==> config.mk <==
export PLATFORM = sky130hd
export DESIGN_NAME = instruction_fetch
export DESIGN_NICKNAME = d
export VERILOG_FILES = /design/src/rtl/instruction_fetch_pkg.sv /design/src/rtl/fetch_fifo.sv /design/src/rtl/instruction_fetch.sv
export SDC_FILE = /design/constraint.sdc
export NUM_CORES = 1
export LEC_CHECK = 0
export BUFFER_PORTS_ARGS = -buffer_cell sky130_fd_sc_hd__buf_2
export CAP_MARGIN = 30
export CORE_ASPECT_RATIO = 0.6
export CORE_MARGIN = 5
export CORE_UTILIZATION = 55
export CTS_BUF_LIST = sky130_fd_sc_hd__clkbuf_8 sky130_fd_sc_hd__clkbuf_16
export DETAILED_ROUTE_END_ITERATION = 7
export PLACE_DENSITY = 0.83
export SLEW_MARGIN = 20
export SYNTH_ARGS = -nofsm -noshare
export SYNTH_HDL_FRONTEND = slang
export SYNTH_SLANG_ARGS = --single-unit
export TNS_END_PERCENT = 10
==> constraint.sdc <==
create_clock -name clk -period 6.52 [get_ports clk]
set_clock_uncertainty 0.05 [all_clocks]
set_input_delay 0 -clock clk [delete_from_list [all_inputs] [get_ports clk]]
set_output_delay 0 -clock clk [all_outputs]
set_load 0.02 [all_outputs]
==> src/rtl/instruction_fetch_pkg.sv <==
// Shared constants and types for the instruction fetch unit.
package instruction_fetch_pkg;

  localparam int unsigned PC_W       = 64;
  localparam int unsigned INSTR_W    = 32;
  localparam int unsigned FIFO_DEPTH = 2;
  localparam int unsigned CNT_W      = 2;

  localparam logic [PC_W-1:0]    RESET_PC_DEFAULT = '0;
  localparam logic [INSTR_W-1:0] NOP              = 32'h0;

  // IDLE: no request; WAIT: request outstanding, response kept;
  // DROP: request outstanding, response discarded after a redirect.
  typedef enum logic [1:0] {
    S_IDLE = 2'd0,
    S_WAIT = 2'd1,
    S_DROP = 2'd2
  } fetch_state_e;

endpackage

==> src/rtl/fetch_fifo.sv <==
// Two-entry {pc, instr} queue between memory responses and the decoder.
module fetch_fifo
  import instruction_fetch_pkg::*;
(
  input  logic               clk,
  input  logic               rst_n,
  input  logic               i_push,
  input  logic [PC_W-1:0]    i_pc,
  input  logic [INSTR_W-1:0] i_instr,
  input  logic               i_pop,
  input  logic               i_flush,
  output logic               o_valid,
  output logic [PC_W-1:0]    o_pc,
  output logic [INSTR_W-1:0] o_instr,
  output logic [CNT_W-1:0]   o_count
);

  logic [PC_W-1:0]    r_pc    [FIFO_DEPTH];
  logic [INSTR_W-1:0] r_instr [FIFO_DEPTH];
  logic               r_rd_ptr;
  logic               r_wr_ptr;
  logic [CNT_W-1:0]   r_count;
  logic               w_pop;

  assign w_pop   = i_pop & o_valid;
  assign o_valid = (r_count != '0);
  assign o_count = r_count;
  // Empty queue presents zeros so the decoder sees a NOP at pc 0.
  assign o_pc    = o_valid ? r_pc[r_rd_ptr]    : '0;
  assign o_instr = o_valid ? r_instr[r_rd_ptr] : NOP;

  // Entry storage: write the tail slot on push.
  always_ff @(posedge clk or negedge rst_n) begin
    if (!rst_n) begin
      for (int unsigned i = 0; i < FIFO_DEPTH; i++) begin
        r_pc[i]    <= '0;
        r_instr[i] <= NOP;
      end
    end else if (i_push && !i_flush) begin
      r_pc[r_wr_ptr]    <= i_pc;
      r_instr[r_wr_ptr] <= i_instr;
    end
  end

  // Pointers and occupancy; flush empties the queue and wins over push/pop.
  always_ff @(posedge clk or negedge rst_n) begin
    if (!rst_n) begin
      r_rd_ptr <= 1'b0;
      r_wr_ptr <= 1'b0;
      r_count  <= '0;
    end else if (i_flush) begin
      r_rd_ptr <= 1'b0;
      r_wr_ptr <= 1'b0;
      r_count  <= '0;
    end else begin
      if (i_push) r_wr_ptr <= ~r_wr_ptr;
      if (w_pop)  r_rd_ptr <= ~r_rd_ptr;
      r_count <= r_count + {1'b0, i_push} - {1'b0, w_pop};
    end
  end

endmodule

==> src/rtl/instruction_fetch.sv <==
// Instruction fetch: one outstanding memory request, 2-entry prefetch queue,
// branch redirect with flush of queued and in-flight instructions.
module instruction_fetch
  import instruction_fetch_pkg::*;
#(
  parameter logic [PC_W-1:0] RESET_PC = RESET_PC_DEFAULT
)(
  input  logic               clk,
  input  logic               rst_n,
  output logic               imem_req,
  output logic [PC_W-1:0]    imem_addr,
  input  logic               imem_ack,
  input  logic [INSTR_W-1:0] imem_rdata,
  output logic [INSTR_W-1:0] Instruct,
  output logic [PC_W-1:0]    inst_pc,
  output logic               inst_valid,
  input  logic               inst_ready,
  input  logic               Uncondbranch,
  input  logic               Branch,
  input  logic               Zero
);

  fetch_state_e     r_state, w_state_next;
  logic             r_req, w_req_next;
  logic [PC_W-1:0]  r_addr, w_addr_next;
  logic [PC_W-1:0]  r_fetch_pc, w_fetch_pc_next;

  logic             w_consume;
  logic             w_redirect;
  logic [PC_W-1:0]  w_off_b;
  logic [PC_W-1:0]  w_off_cb;
  logic [PC_W-1:0]  w_target;
  logic [PC_W-1:0]  w_issue_pc;
  logic             w_push;
  logic             w_flush;
  logic [CNT_W-1:0] w_count;
  logic [CNT_W-1:0] w_cnt_next;
  logic             w_has_space;

  assign w_consume  = inst_valid & inst_ready;
  assign w_redirect = w_consume & (Uncondbranch | (Branch & ~Zero));
  assign w_off_b    = {{(PC_W-28){Instruct[25]}}, Instruct[25:0], 2'b00};
  assign w_off_cb   = {{(PC_W-21){Instruct[23]}}, Instruct[23:5], 2'b00};
  assign w_target   = inst_pc + (Uncondbranch ? w_off_b : w_off_cb);
  assign w_flush    = w_redirect;
  // Responses are queued only in WAIT and only if not flushed by this redirect.
  assign w_push     = (r_state == S_WAIT) & imem_ack & ~w_redirect;
  assign w_cnt_next = w_flush ? '0 : (w_count + {1'b0, w_push} - {1'b0, w_consume});
  // A new request is allowed only if the queue can still absorb its response.
  assign w_has_space = (w_cnt_next < CNT_W'(FIFO_DEPTH));
  assign w_issue_pc  = w_redirect ? w_target : r_fetch_pc;

  assign imem_req  = r_req;
  assign imem_addr = r_addr;

  fetch_fifo u_fifo (
    .clk     (clk),
    .rst_n   (rst_n),
    .i_push  (w_push),
    .i_pc    (r_addr),
    .i_instr (imem_rdata),
    .i_pop   (w_consume),
    .i_flush (w_flush),
    .o_valid (inst_valid),
    .o_pc    (inst_pc),
    .o_instr (Instruct),
    .o_count (w_count)
  );

  // Request FSM: next state, next request/address and next fetch pc.
  always_comb begin
    w_state_next    = r_state;
    w_req_next      = r_req;
    w_addr_next     = r_addr;
    w_fetch_pc_next = r_fetch_pc;
    unique case (r_state)
      S_IDLE: begin
        if (w_has_space) begin
          w_state_next    = S_WAIT;
          w_req_next      = 1'b1;
          w_addr_next     = w_issue_pc;
          w_fetch_pc_next = w_issue_pc + PC_W'(4);
        end else if (w_redirect) begin
          w_fetch_pc_next = w_target;
        end
      end
      S_WAIT: begin
        if (imem_ack) begin
          if (w_has_space) begin
            w_req_next      = 1'b1;
            w_addr_next     = w_issue_pc;
            w_fetch_pc_next = w_issue_pc + PC_W'(4);
          end else begin
            w_state_next = S_IDLE;
            w_req_next   = 1'b0;
          end
        end else if (w_redirect) begin
          // Address must stay put until the ack; remember where to go next.
          w_state_next    = S_DROP;
          w_fetch_pc_next = w_target;
        end
      end
      S_DROP: begin
        if (imem_ack) begin
          w_state_next    = S_WAIT;
          w_req_next      = 1'b1;
          w_addr_next     = r_fetch_pc;
          w_fetch_pc_next = r_fetch_pc + PC_W'(4);
        end
      end
      default: begin
        w_state_next = S_IDLE;
        w_req_next   = 1'b0;
      end
    endcase
  end

  // State, request and pc registers.
  always_ff @(posedge clk or negedge rst_n) begin
    if (!rst_n) begin
      r_state    <= S_IDLE;
      r_req      <= 1'b0;
      r_addr     <= RESET_PC;
      r_fetch_pc <= RESET_PC;
    end else begin
      r_state    <= w_state_next;
      r_req      <= w_req_next;
      r_addr     <= w_addr_next;
      r_fetch_pc <= w_fetch_pc_next;
    end
  end

endmodule

Yosys cells after proc, flatten, opt, wreduce, memory -nomap -nowiden:

Index checks and enable logic that the tools add are counted.

* register bits: 327
* input bits: 39
* logic and storage cells: 96

* add/sub/neg operators: 6
* magnitude comparators: 4
* eq/ne operators: 8
* multiplexer cells: 42
* bitwise logic cells: 13
* reduce and logical (&&, ||, !) cells: 12

Operators with widths (count)
* $mux 64: 14
* $pmux 64 s3: 2
* $mux 32: 5
* $add 64x3->64 const B: 2
* $bwmux 128: 1
* $add 64x64->64: 1
* $bwmux 64: 1
* $demux 64 s1: 1
* $demux 32 s1: 1
* $mux 2: 7
* $reduce_and 3->1: 3
* $mux 1: 8
* $and 1x1->1: 6
* $ne 2x2->1 const B: 3
* $ne 3x3->1 const B: 2
* $pmux 2 s3: 1
* $reduce_bool 2->1: 3
* $ge 2x2->1 const B: 2
* $not 1->1: 4
* $not 1->2: 2
* $reduce_and 4->1: 1
* $sub 2x1->2: 2
* $ne 3x2->1 const B: 1
* $pmux 1 s3: 1
* 10 further kinds: 11

Logic depth before layout (Yosys ltp):

* word-level depth: 13
* mapped depth: 23
* depth with buffers taken out: 18

Modules after synthesis:

From an unflattened synthesis, not the netlist that was laid out.

* cell total of the unflattened synthesis: 2791
* area, all modules: 23914.2 µm²

By module, submodules not included
* instruction_fetch: times used 1, cells an instance 2153, area an instance 15148.3 µm²
* fetch_fifo: times used 1, cells an instance 638, area an instance 8765.9 µm²

Worst setup path after synthesis:

OpenSTA, ideal clock, no wires.

* kind: reg-to-reg
* start point: register u_fifo.r_rd_ptr
* end point: register r_fetch_pc[51]
* setup time: 0.094 ns
* arrival time: 5.955 ns
* setup slack: 0.422 ns
* stages on the path, launching flop included: 20
* buffers on the path: 3
* cells stage by stage: dfrtp_1 -> clkbuf_1 -> buf_1 -> clkbuf_1 -> mux2i_1 -> nor2_1 -> ha_1 -> fa_1 -> a211oi_4 -> o21ai_2 -> a2111o_1 -> and3_4 -> or4_4 -> or3_4 -> nor4_4 -> nand2_2 -> or4_4 -> nor4_2 -> o21ai_1 -> a221oi_2

* elaborated cells between the ends (all ways): 17
* those cells by class: 2 x add/sub; 14 x mux; 1 x bitwise

RTL lines
* from (decl): line fetch_fifo.sv:20 `logic r_rd_ptr;`
* from (signal assigned): line fetch_fifo.sv:57 `if (w_pop) r_rd_ptr <= ~r_rd_ptr;`
* $not 1->2 (implied by the code) *: line fetch_fifo.sv:29 `assign o_pc = o_valid ? r_pc[r_rd_ptr] : '0;`
* $mux 64 (implied by the code) * (3 in series): line fetch_fifo.sv:29
* $mux 64 *: line fetch_fifo.sv:29
* net inst_pc[2]: line instruction_fetch.sv:15 `output logic [PC_W-1:0] inst_pc,`
* $add 64x64->64 *: line instruction_fetch.sv:44 `assign w_target = inst_pc + (Uncondbranch ? w_off_b : w_off_cb);`
* $mux 64 *: line instruction_fetch.sv:83, instruction_fetch.sv:97
* $add 64x3->64: line instruction_fetch.sv:82, instruction_fetch.sv:92
* $mux 64: line instruction_fetch.sv:89 `if (w_has_space) begin`
* $mux 64: line instruction_fetch.sv:88 `if (imem_ack) begin`
* $pmux 64 s3 *: line instruction_fetch.sv:76 `unique case (r_state)`
* to (signal assigned): line instruction_fetch.sv:129 `r_fetch_pc <= w_fetch_pc_next;`
* to (decl): line instruction_fetch.sv:26 `logic [PC_W-1:0] r_fetch_pc, w_fetch_pc_next;`

The timed path passes the listed nets; every way through them passes the cells marked *. The select of a mux whose other input is x is not followed.
A chain may end at the register's enable or synchronous reset.

Worst setup path in the final report:

* start point: register u_fifo.r_count[1] (netlist: u_fifo.o_count[1])
* end point: register r_fetch_pc[58]

* longest elaborated chain between the ends: 11
* elaborated cells between the ends (all ways): 21
* those cells by class: 4 x add/sub; 1 x order compare; 1 x eq/ne; 9 x mux; 4 x bitwise; 2 x reduce/logical

RTL lines
* from (decl): line fetch_fifo.sv:22 `logic [CNT_W-1:0] r_count;`
* from (signal assigned): line fetch_fifo.sv:58 `r_count <= r_count + {1'b0, i_push} - {1'b0, w_pop};`
* branches (longest 11 deep; another with $add 64x64->64)

Several ways; the timed one is not identified. The select of a mux whose other input is x is not followed.

==> flow_metrics.env <==
export IMPL_drt_total_wl_mm=89.2
export IMPL_final_common_cell="dfrtp_1"
export IMPL_max_freq_ghz=0.159
export IMPL_antenna_found_initial=1
export IMPL_numClockSinks=327
export IMPL_post_drt_wl_per_cell_um=25.1
export IMPL_startpoint_type="register"
export IMPL_globalRouteOverflowTotal=0
export IMPL_fin_util_pct=63.5
export IMPL_vias=23800
export IMPL_io_pin_count=201
export IMPL_synth_top_area_share_pct=34.4
export IMPL_worst_ep_arrival_time_ps=6630
export IMPL_finalWeightedCongestion=1.00
export IMPL_synthesis_nets=2850
export IMPL_placed_cells=3444
export IMPL_violations="design-rule violations"
export IMPL_yosysTopAreaCell="dfrtp_1"
export IMPL_r2r_slack_ps=220
export IMPL_end_kind="register"
export IMPL_synth_edf_count=0
export IMPL_grtUsageTotal_pct=35.8
export IMPL_r2r_end="r_fetch_pc[58]$_DFFE_PN0P_"
export IMPL_layout_drive_gt1_share_pct=21.4
export IMPL_post_route_period_util_pct=96.6
export IMPL_std_cell_rows=59
export IMPL_cts_made_buffers=36
export IMPL_tns_ps=0
export IMPL_avgSynthCellArea_um2=8.67
export IMPL_dp_hpwl_mm=64.9
export IMPL_p_per_area_mw_per_mm2=609
export IMPL_netlist_top_cells_area="dfrtp_1 (34%), mux2_2 (10%), mux2i_1 (5.8%)"
export IMPL_start_util_pct=55.2
export IMPL_nFillCells=3554
export IMPL_status="finished with violations"
export IMPL_die_area_mm2=0.0476
export IMPL_p_sw_share_pct=52.9
export IMPL_coreArea_mm2=0.0430
export IMPL_die_w_um=278
export IMPL_ys_flop_type="dfrtp_1"
export IMPL_path_clk_slew_ps=70
export IMPL_pwr_share_comb_pct=64.9
export IMPL_ys_seq_area_share_pct=34.4
export IMPL_multiInputGateArea_mm2=0.0148
export IMPL_async_reset_ff_share_pct=100
export IMPL_layout_setup_ws_ps=223
export IMPL_r2r_start="u_fifo.o_count[1]$_DFF_PN0_"
export IMPL_ys_ff_latch=327
export IMPL_fin_area_mm2=0.0273
export IMPL_whs_ps=20.9
export IMPL_rsz0062_at_grt="no"
export IMPL_path_max_fanout=31
export IMPL_grt_pass1_vias=22300
export IMPL_cts_tree="built"
export IMPL_p_total_mw=16.6
export IMPL_drc_errors=1
export IMPL_worst_pin_slew_ps=1230
export IMPL_synthesis_instances=2741
export IMPL_holdCritPathClass="in -> async"
export IMPL_clockBufferDepth=3
export IMPL_fin_cells=3548
export IMPL_final_nets=3050
export IMPL_internal_power_mw=7.83
export IMPL_worstPathRequired_ps=6860
export IMPL_seq_area_mm2=0.00819
export IMPL_synth_area_mm2=0.0238
export IMPL_slew_violations=0
export IMPL_initialDrtViolationCount=3415
export IMPL_pre_cts_slack_ps=382
export IMPL_io_buffers=200
export IMPL_firstDrtPassIters=8
export IMPL_grt_pass1_wl_mm=135
export IMPL_clk_latency_ps=550
export IMPL_seqPwrFrac_pct=22.2
export IMPL_grt_max_degree=162
export IMPL_area_growth_pct=14.9
export IMPL_vdd_drop_max_mv=0.383
export IMPL_rr_worst_depth=17
export IMPL_vias_per_cell=6.71
export IMPL_power_switching_mw=8.80
export IMPL_maxCapViolCount=0
export IMPL_hold_viol_final=0
export IMPL_p_leak_nw=11.9
export IMPL_finalSetupViolations=0
export IMPL_root_buffer="clkbuf_16"
export IMPL_synth_cell_types=99
export IMPL_p_clk_share_pct=12.9
export IMPL_layout_common_cells="dfrtp_1 (326), nor2_1 (322), nand2_1 (284)"
export IMPL_place_area_mm2=0.0257
export IMPL_period_minus_slack_ps=6300
export IMPL_fp_dieH_um=171
export IMPL_yosysWarnings=0
export IMPL_relSlewSlack_pct=18.1
export IMPL_ant_nets=0
export IMPL_cts_max_level=2
export IMPL_path_class="reg -> reg"
==> how the worst max path moves through the flow <==
stage	start	endpoint	slack (ps)	depth (start not counted)
after floorplan	u_fifo.r_rd_ptr$_DFFE_PN0P_	r_fetch_pc[51]$_DFFE_PN0P_	420	19
after global placement	u_fifo.o_count[1]$_DFF_PN0_	r_fetch_pc[58]$_DFFE_PN0P_	390	17
after detailed placement	u_fifo.o_count[1]$_DFF_PN0_	r_fetch_pc[52]$_DFFE_PN0P_	380	17
after CTS	u_fifo.o_count[1]$_DFF_PN0_	r_fetch_pc[52]$_DFFE_PN0P_	370	17
after global routing	u_fifo.o_count[1]$_DFF_PN0_	r_fetch_pc[60]$_DFFE_PN0P_	20	18
final	u_fifo.o_count[1]$_DFF_PN0_	r_fetch_pc[58]$_DFFE_PN0P_	220	17
==> worst max-delay path: stages, from the launching register on <==
cell and delay [ps]:
dfrtp_1 430, nor2_4 400, buf_4 290, buf_4 380, nor2_1 170, ha_1 510
nand2_1 140, o21ai_0 580, a211oi_1 240, a211oi_2 600, nor3_1 140, a31oi_1 570
xnor2_1 210, a211oi_1 570, and4_1 360, nand3_1 130, xnor2_1 190, o221ai_1 160
==> power by group through the flow <==
stage	combinational [mW]	clock, mW	sequential [mW]
2_1_floorplan	6.82	0	3.51
3_3_place_gp	10.0	0	3.58
3_5_place_dp	10.3	0	3.66
4_1_cts	10.4	2.16	3.63
5_1_grt	11.4	2.24	3.76
6_report	10.8	2.15	3.70
==> area by class of cell <==
| class | instances | share of cell area, % |
|---|---|---|
| Clock inverter | 22 | 0.751 |
| Timing Repair Buffer | 338 | 8.07 |
| Inverter | 40 | 0.550 |
| Tap cell | 579 | 2.65 |
| Antenna cell | 1 | 0.00916 |
| Multi-Input combinational cell | 2198 | 54.3 |
| Clock buffer | 43 | 3.73 |
| Sequential cell | 327 | 30.0 |
==> metal layers <==
metal  vias to the layer above  global-route usage (%)  wire length [um]
met2                      1610                    49.0             35300
li1                      10500                       -                 -
met3                       226                    12.0             13200
met4                         4                    8.51              2350
met5                         -                       0               140
met1                     11500                    54.6             38200
==> synth_stat cells (18+ instances only) <==
library cell / count
nand3_1: 61
a21oi_1: 191
nor2_1: 324
a221oi_1: 18
nor3_1: 48
a22oi_1: 33
a211oi_1: 25
a31oi_1: 24
dfrtp_1: 327
nand2_1: 285
mux2_2: 218
o21a_1: 22
xnor2_1: 86
nand4_1: 66
ha_1: 69
inv_1: 34
o22ai_1: 24
o221ai_1: 18
o211ai_1: 21
mux2i_1: 137
and3_1: 28
o21ai_0: 191
clkbuf_1: 127
nor4_1: 22
xor2_1: 44
buf_1: 26
==> state kept, by name, indices dropped and copies added, names as in the netlist, 2 cells and up <==
name            cells
imem_addr          64
r_fetch_pc         64
r_state             2
u_fifo.o_count      2
u_fifo.r_instr     64
u_fifo.r_pc       128
==> cell families (layout without fill, tap and decap cells) <==
logic type      count (synthesis)  after routing  synth area share, %
buf+inv                       216            443                 3.64
fa+ha+maj                      70             70                 3.72
mux                           356            356                 16.1
simple gates                  928            928                 18.2
compound gates                714            714                 19.1
xor+xnor                      130            130                 4.79
flops                         327            327                 34.4
other cells                     0              1                    0
==> what timing repair did <==
action	4_1_cts	5_1_grt
resized for setup	0	2
setup endpoints to repair	0	9
hold endpoints to repair	162	0
hold buffers	35	0
setup buffers	0	0
Note: power is estimated with default switching activity, not from simulation.
